File: src/rtl/int_ctrl_if.sv
// Signal bundle between int_ctrl and its CLINT, CSR register file and pipeline neighbours.
interface int_ctrl_if;
   logic        time_up_i;
   logic [31:0] msip_i;
   logic        inst_valid_i;
   logic [31:0] inst_addr_i;
   logic        ecall_i;
   logic        ebreak_i;
   logic        mret_i;
   logic [31:0] mstatus_i;
   logic [31:0] mie_i;
   logic [31:0] mtvec_i;
   logic [31:0] mepc_i;
   logic        hold_o;
   logic        csr_we_o;
   logic [11:0] csr_waddr_o;
   logic [31:0] csr_wdata_o;
   logic        int_assert_o;
   logic [31:0] int_addr_o;

   modport slave (
      input  time_up_i, msip_i, inst_valid_i, inst_addr_i, ecall_i, ebreak_i, mret_i,
      input  mstatus_i, mie_i, mtvec_i, mepc_i,
      output hold_o, csr_we_o, csr_waddr_o, csr_wdata_o, int_assert_o, int_addr_o
   );

   modport master (
      output time_up_i, msip_i, inst_valid_i, inst_addr_i, ecall_i, ebreak_i, mret_i,
      output mstatus_i, mie_i, mtvec_i, mepc_i,
      input  hold_o, csr_we_o, csr_waddr_o, csr_wdata_o, int_assert_o, int_addr_o
   );
endinterface

File: src/rtl/int_ctrl.sv
// Interrupt/trap sequencer: stalls the pipeline, writes mepc/mcause/mstatus one per
// cycle, then redirects fetch to mtvec; mret restores mstatus and redirects to mepc.
module int_ctrl #(
   parameter logic [11:0] CSR_MSTATUS = 12'h300,
   parameter logic [11:0] CSR_MEPC    = 12'h341,
   parameter logic [11:0] CSR_MCAUSE  = 12'h342
) (
   input  logic       clk,
   input  logic       rst,
   int_ctrl_if.slave  bus
);

   typedef enum logic [2:0] {
      IDLE      = 3'd0,
      W_MEPC    = 3'd1,
      W_MCAUSE  = 3'd2,
      W_MSTATUS = 3'd3,
      JUMP      = 3'd4,
      R_MSTATUS = 3'd5,
      R_JUMP    = 3'd6
   } state_t;

   localparam logic [31:0] CAUSE_ECALL  = 32'd11;
   localparam logic [31:0] CAUSE_EBREAK = 32'd3;
   localparam logic [31:0] CAUSE_SOFT   = 32'h8000_0003;
   localparam logic [31:0] CAUSE_TIMER  = 32'h8000_0007;

   // Trap entry: MPIE takes the old MIE, MIE is cleared.
   function automatic logic [31:0] trap_mstatus(input logic [31:0] ms);
      logic [31:0] r;
      r    = ms;
      r[7] = ms[3];
      r[3] = 1'b0;
      return r;
   endfunction

   // Trap return: MIE takes MPIE, MPIE is set.
   function automatic logic [31:0] ret_mstatus(input logic [31:0] ms);
      logic [31:0] r;
      r    = ms;
      r[3] = ms[7];
      r[7] = 1'b1;
      return r;
   endfunction

   state_t      state_r;
   state_t      state_next_s;
   logic        guard_r;
   logic [31:0] cause_r;
   logic [31:0] epc_r;

   logic        sw_pend_s;
   logic        tm_pend_s;
   logic        detect_s;
   logic        trap_s;
   logic        mret_s;
   logic [31:0] cause_s;

   logic        csr_we_s;
   logic [11:0] csr_waddr_s;
   logic [31:0] csr_wdata_s;
   logic        int_assert_s;
   logic [31:0] int_addr_s;
   logic        unused_s;

   assign sw_pend_s = bus.mstatus_i[3] & bus.mie_i[3] & bus.msip_i[0];
   assign tm_pend_s = bus.mstatus_i[3] & bus.mie_i[7] & bus.time_up_i;
   assign detect_s  = (state_r == IDLE) & bus.inst_valid_i & ~guard_r;
   assign unused_s  = ^{bus.msip_i[31:1], bus.mie_i[31:8], bus.mie_i[6:4],
                        bus.mie_i[2:0], bus.mtvec_i[1:0]};

   // Priority selection of the event taken in the detection cycle
   always_comb begin
      trap_s  = 1'b0;
      mret_s  = 1'b0;
      cause_s = 32'd0;
      if (!detect_s) begin
         trap_s = 1'b0;
      end else if (bus.ecall_i) begin
         trap_s  = 1'b1;
         cause_s = CAUSE_ECALL;
      end else if (bus.ebreak_i) begin
         trap_s  = 1'b1;
         cause_s = CAUSE_EBREAK;
      end else if (bus.mret_i) begin
         mret_s = 1'b1;
      end else if (sw_pend_s) begin
         trap_s  = 1'b1;
         cause_s = CAUSE_SOFT;
      end else if (tm_pend_s) begin
         trap_s  = 1'b1;
         cause_s = CAUSE_TIMER;
      end else begin
         trap_s = 1'b0;
      end
   end

   // Next-state logic
   always_comb begin
      state_next_s = state_r;
      case (state_r)
         IDLE: begin
            if (trap_s) begin
               state_next_s = W_MEPC;
            end else if (mret_s) begin
               state_next_s = R_MSTATUS;
            end else begin
               state_next_s = IDLE;
            end
         end
         W_MEPC:    state_next_s = W_MCAUSE;
         W_MCAUSE:  state_next_s = W_MSTATUS;
         W_MSTATUS: state_next_s = JUMP;
         JUMP:      state_next_s = IDLE;
         R_MSTATUS: state_next_s = R_JUMP;
         R_JUMP:    state_next_s = IDLE;
         default:   state_next_s = IDLE;
      endcase
   end

   // State, guard and latched trap context; guard covers the cycle after a redirect
   always_ff @(posedge clk) begin
      if (rst) begin
         state_r <= IDLE;
         guard_r <= 1'b0;
         cause_r <= 32'd0;
         epc_r   <= 32'd0;
      end else begin
         state_r <= state_next_s;
         guard_r <= (state_r == JUMP) || (state_r == R_JUMP);
         if (trap_s) begin
            cause_r <= cause_s;
            epc_r   <= bus.inst_addr_i;
         end else begin
            cause_r <= cause_r;
            epc_r   <= epc_r;
         end
      end
   end

   // CSR write port and redirect decode from the registered state
   always_comb begin
      csr_we_s     = 1'b0;
      csr_waddr_s  = 12'd0;
      csr_wdata_s  = 32'd0;
      int_assert_s = 1'b0;
      int_addr_s   = 32'd0;
      case (state_r)
         W_MEPC: begin
            csr_we_s    = 1'b1;
            csr_waddr_s = CSR_MEPC;
            csr_wdata_s = epc_r;
         end
         W_MCAUSE: begin
            csr_we_s    = 1'b1;
            csr_waddr_s = CSR_MCAUSE;
            csr_wdata_s = cause_r;
         end
         W_MSTATUS: begin
            csr_we_s    = 1'b1;
            csr_waddr_s = CSR_MSTATUS;
            csr_wdata_s = trap_mstatus(bus.mstatus_i);
         end
         JUMP: begin
            int_assert_s = 1'b1;
            int_addr_s   = {bus.mtvec_i[31:2], 2'b00};
         end
         R_MSTATUS: begin
            csr_we_s    = 1'b1;
            csr_waddr_s = CSR_MSTATUS;
            csr_wdata_s = ret_mstatus(bus.mstatus_i);
         end
         R_JUMP: begin
            int_assert_s = 1'b1;
            int_addr_s   = bus.mepc_i;
         end
         default: begin
            csr_we_s = 1'b0;
         end
      endcase
   end

   assign bus.csr_we_o     = csr_we_s;
   assign bus.csr_waddr_o  = csr_waddr_s;
   assign bus.csr_wdata_o  = csr_wdata_s;
   assign bus.int_assert_o = int_assert_s;
   assign bus.int_addr_o   = int_addr_s;
   assign bus.hold_o       = ~rst & ((state_r != IDLE) | trap_s | mret_s);

endmodule

File: src/flat_wrapper.sv
// flat-port wrapper written by rule: the top's interface ports become plain ports
module int_ctrl_flat 
#(
   parameter logic [11:0] CSR_MSTATUS = 12'h300,
   parameter logic [11:0] CSR_MEPC    = 12'h341,
   parameter logic [11:0] CSR_MCAUSE  = 12'h342
)
  (clk, rst, bus_time_up_i, bus_msip_i, bus_inst_valid_i, bus_inst_addr_i, bus_ecall_i, bus_ebreak_i, bus_mret_i, bus_mstatus_i, bus_mie_i, bus_mtvec_i, bus_mepc_i, bus_hold_o, bus_csr_we_o, bus_csr_waddr_o, bus_csr_wdata_o, bus_int_assert_o, bus_int_addr_o);
  int_ctrl_if bus_i ();
  input  logic clk;
  input  logic rst;
  input wire logic [$bits(bus_i.time_up_i)-1:0] bus_time_up_i;
  input wire logic [$bits(bus_i.msip_i)-1:0] bus_msip_i;
  input wire logic [$bits(bus_i.inst_valid_i)-1:0] bus_inst_valid_i;
  input wire logic [$bits(bus_i.inst_addr_i)-1:0] bus_inst_addr_i;
  input wire logic [$bits(bus_i.ecall_i)-1:0] bus_ecall_i;
  input wire logic [$bits(bus_i.ebreak_i)-1:0] bus_ebreak_i;
  input wire logic [$bits(bus_i.mret_i)-1:0] bus_mret_i;
  input wire logic [$bits(bus_i.mstatus_i)-1:0] bus_mstatus_i;
  input wire logic [$bits(bus_i.mie_i)-1:0] bus_mie_i;
  input wire logic [$bits(bus_i.mtvec_i)-1:0] bus_mtvec_i;
  input wire logic [$bits(bus_i.mepc_i)-1:0] bus_mepc_i;
  output wire logic [$bits(bus_i.hold_o)-1:0] bus_hold_o;
  output wire logic [$bits(bus_i.csr_we_o)-1:0] bus_csr_we_o;
  output wire logic [$bits(bus_i.csr_waddr_o)-1:0] bus_csr_waddr_o;
  output wire logic [$bits(bus_i.csr_wdata_o)-1:0] bus_csr_wdata_o;
  output wire logic [$bits(bus_i.int_assert_o)-1:0] bus_int_assert_o;
  output wire logic [$bits(bus_i.int_addr_o)-1:0] bus_int_addr_o;
  assign bus_i.time_up_i = bus_time_up_i;
  assign bus_i.msip_i = bus_msip_i;
  assign bus_i.inst_valid_i = bus_inst_valid_i;
  assign bus_i.inst_addr_i = bus_inst_addr_i;
  assign bus_i.ecall_i = bus_ecall_i;
  assign bus_i.ebreak_i = bus_ebreak_i;
  assign bus_i.mret_i = bus_mret_i;
  assign bus_i.mstatus_i = bus_mstatus_i;
  assign bus_i.mie_i = bus_mie_i;
  assign bus_i.mtvec_i = bus_mtvec_i;
  assign bus_i.mepc_i = bus_mepc_i;
  assign bus_hold_o = bus_i.hold_o;
  assign bus_csr_we_o = bus_i.csr_we_o;
  assign bus_csr_waddr_o = bus_i.csr_waddr_o;
  assign bus_csr_wdata_o = bus_i.csr_wdata_o;
  assign bus_int_assert_o = bus_i.int_assert_o;
  assign bus_int_addr_o = bus_i.int_addr_o;
  int_ctrl #(.CSR_MSTATUS(CSR_MSTATUS), .CSR_MEPC(CSR_MEPC), .CSR_MCAUSE(CSR_MCAUSE)) u_core (.clk(clk), .rst(rst), .bus(bus_i));
endmodule
File: config.mk
export PLATFORM = sky130hd
export DESIGN_NAME = int_ctrl_flat
export DESIGN_NICKNAME = d
export VERILOG_FILES = /design/src/rtl/int_ctrl_if.sv /design/src/rtl/int_ctrl.sv /design/src/flat_wrapper.sv
export SDC_FILE = /design/constraint.sdc
export NUM_CORES = 1
export LEC_CHECK = 0
export BUFFER_PORTS_ARGS = -buffer_cell sky130_fd_sc_hd__buf_2
export CAP_MARGIN = 10
export CORE_AREA = 2 2 107 109
export DETAILED_ROUTE_END_ITERATION = 8
export DIE_AREA = 0 0 109 111
export PLACE_DENSITY = 0.61
export SYNTH_ARGS = -nofsm -noshare
export SYNTH_HDL_FRONTEND = slang
export SYNTH_SLANG_ARGS = --single-unit
File: constraint.sdc
create_clock -name clk -period 2.07 [get_ports clk]
set_input_delay 0.1035 -clock clk [delete_from_list [all_inputs] [get_ports clk]]
set_output_delay 0.1035 -clock clk [all_outputs]
set_load 0.01 [all_outputs]
# Word level (Yosys, flattened, before mapping)
# Index checks and enable logic that the tools add are counted.
dict set report op_classes {
  bitwise 11
  reduce_logical 6
  mux 24
  n_eq_ne 6
}
# cell count
set op_table {}
lappend op_table {{32-bit two-way mux} 6}
lappend op_table {{32-bit one-hot mux with 4 select lines} 1}
lappend op_table {{32-bit one-hot mux with 2 select lines} 1}
lappend op_table {{10-bit one-hot mux with 3 select lines} 1}
lappend op_table {{3-bit one-hot mux with 5 select lines} 1}
lappend op_table {{1-bit two-way mux} 12}
lappend op_table {{3-bit equality test, second input constant} 3}
lappend op_table {{1-bit bitwise AND} 7}
lappend op_table {{3-bit by 2-bit equality test with 1-bit output, second input constant} 2}
lappend op_table {{3-bit two-way mux} 2}
lappend op_table {{2-bit OR reduction} 2}
lappend op_table {{4-bit OR reduction} 1}
lappend op_table {{3-bit by 1-bit equality test with 1-bit output, second input constant} 1}
lappend op_table {{3-bit zero test} 1}
lappend op_table {{3-bit nonzero test} 1}
lappend op_table {{1-bit NOT} 2}
lappend op_table {{1-bit OR} 2}
lappend op_table {{1-bit logical OR} 1}
dict set report totals {
  out_inout_bits 79
  in_bits 199
  register_bits 68
  word_cells 51
}

# Logic depth before layout (Yosys ltp)
# Gate-level depths: netlist (run 1).
dict set report logic_depth {
  ltp_word 11
  depth_mapped 8
  mapped_depth_nobuf 4
}

# Worst setup path after synthesis (run 1)
# No wires, ideal clock.
dict set report synth_path {
  path_type {reg2reg}
  from {register u_core.state_r[1]}
  to {register u_core.epc_r[0]}
  path_stages_with_launch 9
  slack_ns 0.578
  path_buffers 4
  arrival_time_ns 1.420
  required_ns 1.998
  setup_time_ns 0.072
  synth_period_minus_slack_ns 1.492
  cell_sequence {dfxtp_1 -> buf_6 -> nor3_4 -> and3b_1 -> buf_4 -> o31a_4 -> buf_12 -> buf_12 -> mux2i_1}
}
dict set report synth_via {
  elab_chain_cells 4
}
# element line_no
set synth_rtl {}
lappend synth_rtl {{from (decl)} int_ctrl.sv:46} ;# state_t state_r;
lappend synth_rtl {{from (signal assigned)} int_ctrl.sv:129} ;# state_r <= state_next_s;
lappend synth_rtl {{3-bit zero test} int_ctrl.sv:68} ;# assign detect_s = (state_r == IDLE) & bus.inst_valid_i & ~guard_r;
lappend synth_rtl {{1-bit bitwise AND (2 in a row)} int_ctrl.sv:68}
lappend synth_rtl {{1-bit two-way mux} int_ctrl.sv:77} ;# if (!detect_s) begin
lappend synth_rtl {{to (signal assigned)} int_ctrl.sv:133} ;# epc_r <= bus.inst_addr_i;
lappend synth_rtl {{to (signal assigned)} int_ctrl.sv:136} ;# epc_r <= epc_r;
lappend synth_rtl {{to (decl)} int_ctrl.sv:50} ;# logic [31:0] epc_r;
# No other way between the ends.
# A chain may end at the register's enable or synchronous reset.

# Worst setup path in the final report (run 1)
dict set report layout_path {
  from {register u_core.state_r[1]}
  to {output bus_csr_wdata_o[31]}
}
dict set report layout_via {
  elab_chain_cells 2
  word_cells_on_any_way 5
  cone_classes {4 x eq/ne; 1 x mux}
}
# element line_no
set layout_rtl {}
lappend layout_rtl {{3-bit equality test (tied with other cells)} int_ctrl.sv:148} ;# case (state_r)
lappend layout_rtl {{32-bit one-hot mux with 4 select lines (*)} int_ctrl.sv:148}
lappend layout_rtl {{to (decl)} flat_wrapper.sv:26} ;# output wire logic [$bits(bus_i.csr_wdata_o)-1:0] bus_csr_wdata_o;
# Mark *: on every way between the ends. The rest lies on a longest branch, timed or not.

==> results of run 1 <==
## critical path: cells and delay by family (launching register included)
family	cells	cell delay [ps]
flops	1	350
compound gates	1	110
buf+inv	2	380
simple gates	3	700
## stage by stage
step           area (µm²)  instances    util  hold WS, ps
6_report             3928        665  0.3546        59.25
4_1_cts              3921        665  0.3540        57.40
2_1_floorplan        2736        334       -        245.6
3_5_place_dp         3777        657  0.3410        358.2
5_1_grt              3928        665  0.3546        61.36
3_3_place_gp         3777        657  0.3410        354.4
## path summary, 6_finish.rpt
kind              slack [ps]                  end
setup reg to reg         440     u_core.epc_r[14]
hold reg to reg          460     u_core.epc_r[12]
setup / recovery         140  bus_csr_wdata_o[31]
hold / removal            60     u_core.epc_r[24]
## routing by layer
| layer | global-route usage | vias up |
|---|---|---|
| li1 | - | 1500 |
| met1 | 0.1585 | 1318 |
| met2 | 0.2932 | 152 |
| met3 | 0.03410 | 7 |
| met4 | 0.02564 | 2 |
| met5 | 0 | - |
## power by group through the flow
stage / clock (µW) / sequential (µW) / combinational, µW
6_report: 765 / 888 / 748
5_1_grt: 849 / 896 / 826
4_1_cts: 809 / 887 / 761
3_5_place_dp: 0 / 905 / 757
3_3_place_gp: 0 / 901 / 746
2_1_floorplan: 0 / 885 / 537
## sequential cells by signal, indices dropped and copies added, names as in the netlist
| register | count |
|---|---|
| u_core.epc_r | 32 |
| u_core.cause_r | 4 |
| u_core.guard_r | 1 |
| u_core.state_r | 3 |
## synthesized netlist by cell type
library cell | n | share of area
o21a_1 | 1 | 0.0028
and3b_1 | 1 | 0.0032
and3_1 | 2 | 0.0046
buf_6 | 1 | 0.0041
o22ai_1 | 1 | 0.0023
nand2_1 | 65 | 0.090
xor2_1 | 1 | 0.0032
a22o_1 | 26 | 0.084
a22oi_1 | 4 | 0.011
or3_1 | 1 | 0.0023
nor2_2 | 1 | 0.0023
nand3_1 | 1 | 0.0018
mux2i_1 | 63 | 0.23
nor2_1 | 36 | 0.050
inv_2 | 1 | 0.0014
buf_12 | 4 | 0.030
a21oi_1 | 5 | 0.0092
nand2b_1 | 15 | 0.035
mux2_2 | 2 | 0.0083
clkbuf_1 | 13 | 0.018
a32o_1 | 1 | 0.0037
buf_2 | 8 | 0.015
a211oi_1 | 2 | 0.0055
nor4b_1 | 1 | 0.0032
nor3_4 | 1 | 0.0060
o21ai_0 | 8 | 0.015
and2_1 | 2 | 0.0046
dfxtp_1 | 40 | 0.30
o311a_1 | 1 | 0.0037
o31a_4 | 1 | 0.0065
nor2b_1 | 2 | 0.0046
o21ba_1 | 1 | 0.0037
nor3b_1 | 1 | 0.0028
buf_4 | 11 | 0.030
inv_1 | 2 | 0.0028
conb_1 | 1 | 0.0014
nor3_1 | 1 | 0.0018
## area by class of cell
type | count | share of cell area
Sequential cell | 40 | 0.2045
Multi-Input combinational cell | 254 | 0.4234
Tap cell | 143 | 0.04556
Timing Repair Buffer | 217 | 0.2870
Clock inverter | 3 | 0.004779
Inverter | 3 | 0.002867
Clock buffer | 5 | 0.03186
## cell usage in the layout, fill, tap and decap left out, drive strengths merged, types with 2 or more instances in the layout
cell and count:
nor2b 2, and3 2, conb 7, clkbuf 5
a22oi 4, nand2 65, mux2i 63, nand2b 15
nor2 37, a22o 26, o21ai 8, a211oi 2
and2 2, buf 217, a21oi 5, nor3 2
mux2 2, inv 3, dfxtp 40, clkinv 3
## logic make-up after synthesis
| kind of cell | Yosys count | share of synthesized area |
|---|---|---|
| compound gates | 51 | 0.1471 |
| xor+xnor | 1 | 0.003228 |
| buf+inv | 40 | 0.1010 |
| flops | 40 | 0.2951 |
| mux | 65 | 0.2407 |
| other cells | 1 | 0.001382 |
| simple gates | 130 | 0.2116 |
==> impl_metrics.yaml, run 1 <==
run_status:
  status: "finished, final reports clean"
power_and_ir_drop:
  power_uw: 2401
  p_leak_uw: 0.002022
  p_clk_frac: 0.319
  ir_drop_uv: 264.1
  p_sw_frac: 0.3141
  power_frac_seq: 0.370
  p_sw_uw: 754.1
  p_per_area_mw_per_mm2: 611.2
  combPwrFrac: 0.312
  p_int_uw: 1647
sta:
  period_minus_slack_ps: 1925
  skew_ps: 8.830
  period_share: 0.9302
  rsz0062_at_grt: "false"
  relSlewSlack: 0.4198
  fin_tns_setup_ps: 0
  fin_ws_ps: 144.5
  clock.fmax_mhz: 519.4
  slew_violations: 0
  hold_viol_final: 0
  worstMarginPinSlew_ps: 869.1
  setup_viol: 0
min_path:
  whs_path_depth: 3
  min_from: "bus_inst_addr_i[24]"
  hold_class: "primary input to flop"
global_routing:
  grt_pass1_wl_mm: 14.05
  grt_usage: 0.1492
  grt_max_degree: 56
  gr-total-overflow: 0
  antenna_found_initial: 1
  grt_pass1_vias: 2845
floorplanning:
  fp-row-count: 39
  die_area_mm2: 0.01210
  die-width_um: 109
  ios: 278
  die_h_um: 111
  coreArea_mm2: 0.01108
  initial_core_util: 0.2450
setup_path:
  cp.arrival_ps: 1820
  startpoint: "u_core.state_r[1]"
  worstPathRequired_ps: 1970
  cp_max_fo: 15
  reg2regPathDepth: 5
  slowest_stage: "nor2b_1"
  worstSetupStartpointType: "flop"
  endpoint_kind: "output port"
  critPathKind: "flop to output port"
  cp_cell_sequence: "buf_4, nor2b_1, and2_1, nand2_1, o21ai_0, buf_2"
  r2r_start: "u_core.state_r[0]"
  cpPeakStageDelay_ps: 360
clock_tree:
  hold_buffers: 0
  cts_buffer_depth: 2
  htreeDepth: 2
  clock_latency_ps: 280
  numCtsBuffers: 5
  ctsRootBufferMaster: "clkbuf_16"
  cts_tree: "yes"
  cts.repair.resized: 0
  clkTransAtPathRegs_ps: 70
  post_cts_buffers: 0
  clkSinkCount: 40
drt:
  m1WireLength_mm: 3.479
  wl_per_cell_um: 13.97
  viasPerCell: 4.480
  drtIter0Drc: 79
  drc: 0
  via_count: 2979
  met3_length_um: 829
  drtPass1Iterations: 4
  wl_mm: 9.290
  final_antenna_net_count: 0
  highest_layer: "met5"
  dr_wl_met2_mm: 4.897
place:
  place_ws_ps: 330.8
  gp_congestion: 0.8468
  io_buffers: 207
  hpwl_mm: 7.339
final_layout:
  final_nets: 720
  fillers: 1163
  multiInputGateArea_mm2: 0.001663
  drive_gt1_frac: 0.4483
  seqCellArea_um2: 803.3
  syn_to_final_growth_pct: 44.72
  diodes: 0
synthesis:
  ys_warn_count: 0
  ys_seq_area_frac: 0.2951
  postSynthCellCount: 328
  ys_ff_latch: 40
  synth_cell_types: 37
  netlist_area_mm2: 0.002714
  syn_area_per_cell_um2: 8.274
flow_run:
  maxCapViolations: 0
(Power assumes the default switching activity.)
==> run 2, diff against run 1 <==
- CORE_AREA: 2 2 107 109 -> 2 2 109 111
- CTS_BUF_LIST: unset -> sky130_fd_sc_hd__clkbuf_8
- DIE_AREA: 0 0 109 111 -> 0 0 111 113
- PLACE_DENSITY: 0.61 -> 0.59
==> impl_metrics.yaml, run 2 (synthesized netlist as in run 1, its figures left out) <==
place:
  gp_congestion: 0.8541
  place_ws_ps: 251.7
  hpwl_mm: 7.390
  io_buffers: 207
clock_tree:
  cts_tree: "yes"
  clkTransAtPathRegs_ps: 90
  clkSinkCount: 40
  htreeDepth: 2
  clock_latency_ps: 290
  numCtsBuffers: 5
  cts_buffer_depth: 2
  hold_buffers: 0
  ctsRootBufferMaster: "clkbuf_8"
sta:
  period_minus_slack_ps: 1921
  slew_violations: 0
  period_share: 0.9282
  worstMarginPinSlew_ps: 547.2
  fin_tns_setup_ps: 0
  hold_viol_final: 0
  skew_ps: 11.06
  clock.fmax_mhz: 520.5
  fin_ws_ps: 148.6
  relSlewSlack: 0.6352
  rsz0062_at_grt: "false"
  setup_viol: 0
global_routing:
  antenna_found_initial: 1
  gr-total-overflow: 0
  grt_usage: 0.1417
  grt_max_degree: 56
  grt_pass1_vias: 2933
  grt_pass1_wl_mm: 14.30
final_layout:
  syn_to_final_growth_pct: 42.83
  mostFrequentLayoutCells: "buf_2 (207), nand2_1 (65), mux2i_1 (63)"
  final_common_cell: "buf_2"
  fillers: 1200
  final_nets: 720
  regMostFlops: "u_core.epc_r"
  reg.largest.list: "u_core.epc_r (32), u_core.cause_r (4), u_core.state_r (3)"
  drive_gt1_frac: 0.4472
  largest_reg_flops: 32
floorplanning:
  coreArea_mm2: 0.01127
  initial_core_util: 0.2408
  die-width_um: 111
  die_h_um: 113
  ios: 278
  fp-row-count: 39
  die_area_mm2: 0.01254
run_status:
  status: "finished, final reports clean"
setup_path:
  critPathKind: "flop to output port"
  worstPathRequired_ps: 1970
  cp_max_fo: 27
  endpoint_kind: "output port"
  worstSetupStartpointType: "flop"
  cp.arrival_ps: 1820
drt:
  viasPerCell: 4.478
  drc: 0
  via_count: 2978
  wl_mm: 9.295
  final_antenna_net_count: 0
  wl_per_cell_um: 13.98
  drtIter0Drc: 120
  drtPass1Iterations: 4
flow_run:
  maxCapViolations: 0
power_and_ir_drop:
  ir_drop_uv: 257.6
  p_leak_uw: 0.001990
  p_per_area_mw_per_mm2: 552.6
min_path:
  hold_class: "primary input to flop"
-- run 2: cell types whose count changed in the layout (fill, tap and decap cells not counted), sizes merged --
cell / before / now
clkinv: 3 / 1
clkinvlp: 0 / 1
diode: 0 / 1
-- run 2: final timing paths --
| kind | endpoint | startpoint | cells past startpoint | slack (ps) |
|---|---|---|---|---|
| worst max-delay path | bus_csr_wdata_o[30] | u_core.state_r[1] | 6 | 150 |
| worst min-delay path | u_core.epc_r[0] | bus_inst_addr_i[0] | 3 | 50 |
| worst max register to register | u_core.epc_r[19] | u_core.state_r[0] | 5 | 410 |
| worst min register to register | u_core.epc_r[11] | u_core.epc_r[11] | 2 | 460 |
-- run 2: cell type report --
class	instances	area, µm²	share of cell area
Clock buffer	5	68.82	0.01775
Clock inverter	2	12.51	0.003228
Tap cell	143	178.9	0.04616
Timing Repair Buffer	217	1136	0.2931
Sequential cell	40	803.3	0.2072
Antenna cell	1	2.502	0.0006456
Inverter	3	11.26	0.002905
Multi-Input combinational cell	254	1663	0.4290
-- run 2: through the flow --
step           instance area [µm²]    util  power (µW)  hold WS, ps  cells
6_report                      3876  0.3439        2142        45.56    665
5_1_grt                       3876  0.3439        2293        39.25    665
4_1_cts                       3872  0.3435        2200        33.74    664
3_5_place_dp                  3790  0.3362        1662        359.0    657
3_3_place_gp                  3790  0.3362        1649        355.0    657
2_1_floorplan                 2736       -        1422        245.6    334
-- run 2: timing repair --
action / 4_1_cts / 5_1_grt
endpoints found under the setup margin: 1 / 31
pin swaps: 0 / 0
setup buffers: 0 / 0
resized for setup: 1 / 1
-- run 2: worst max-delay path, cell delays in order, from the launching register on --
cell	delay, ps
dfxtp_2	360
buf_4	200
nand2b_1	190
nor2_2	110
buf_4	300
a22o_1	200
buf_2	150
-- run 2: report_power, final --
| part | total (µW) | switching, µW | internal [µW] |
|---|---|---|---|
| clock network | 508 | 279 | 229 |
| logic | 741 | 380 | 361 |
| registers | 893 | 52.4 | 841 |
-- run 2: per-layer routing --
layer | vias up | track usage | wire length [µm]
li1 | 1497 | - | -
met1 | 1325 | 0.1486 | 3509
met4 | 0 | 0.02917 | 52
met3 | 5 | 0.03964 | 800
met5 | - | 0 | 0
met2 | 151 | 0.2810 | 4932
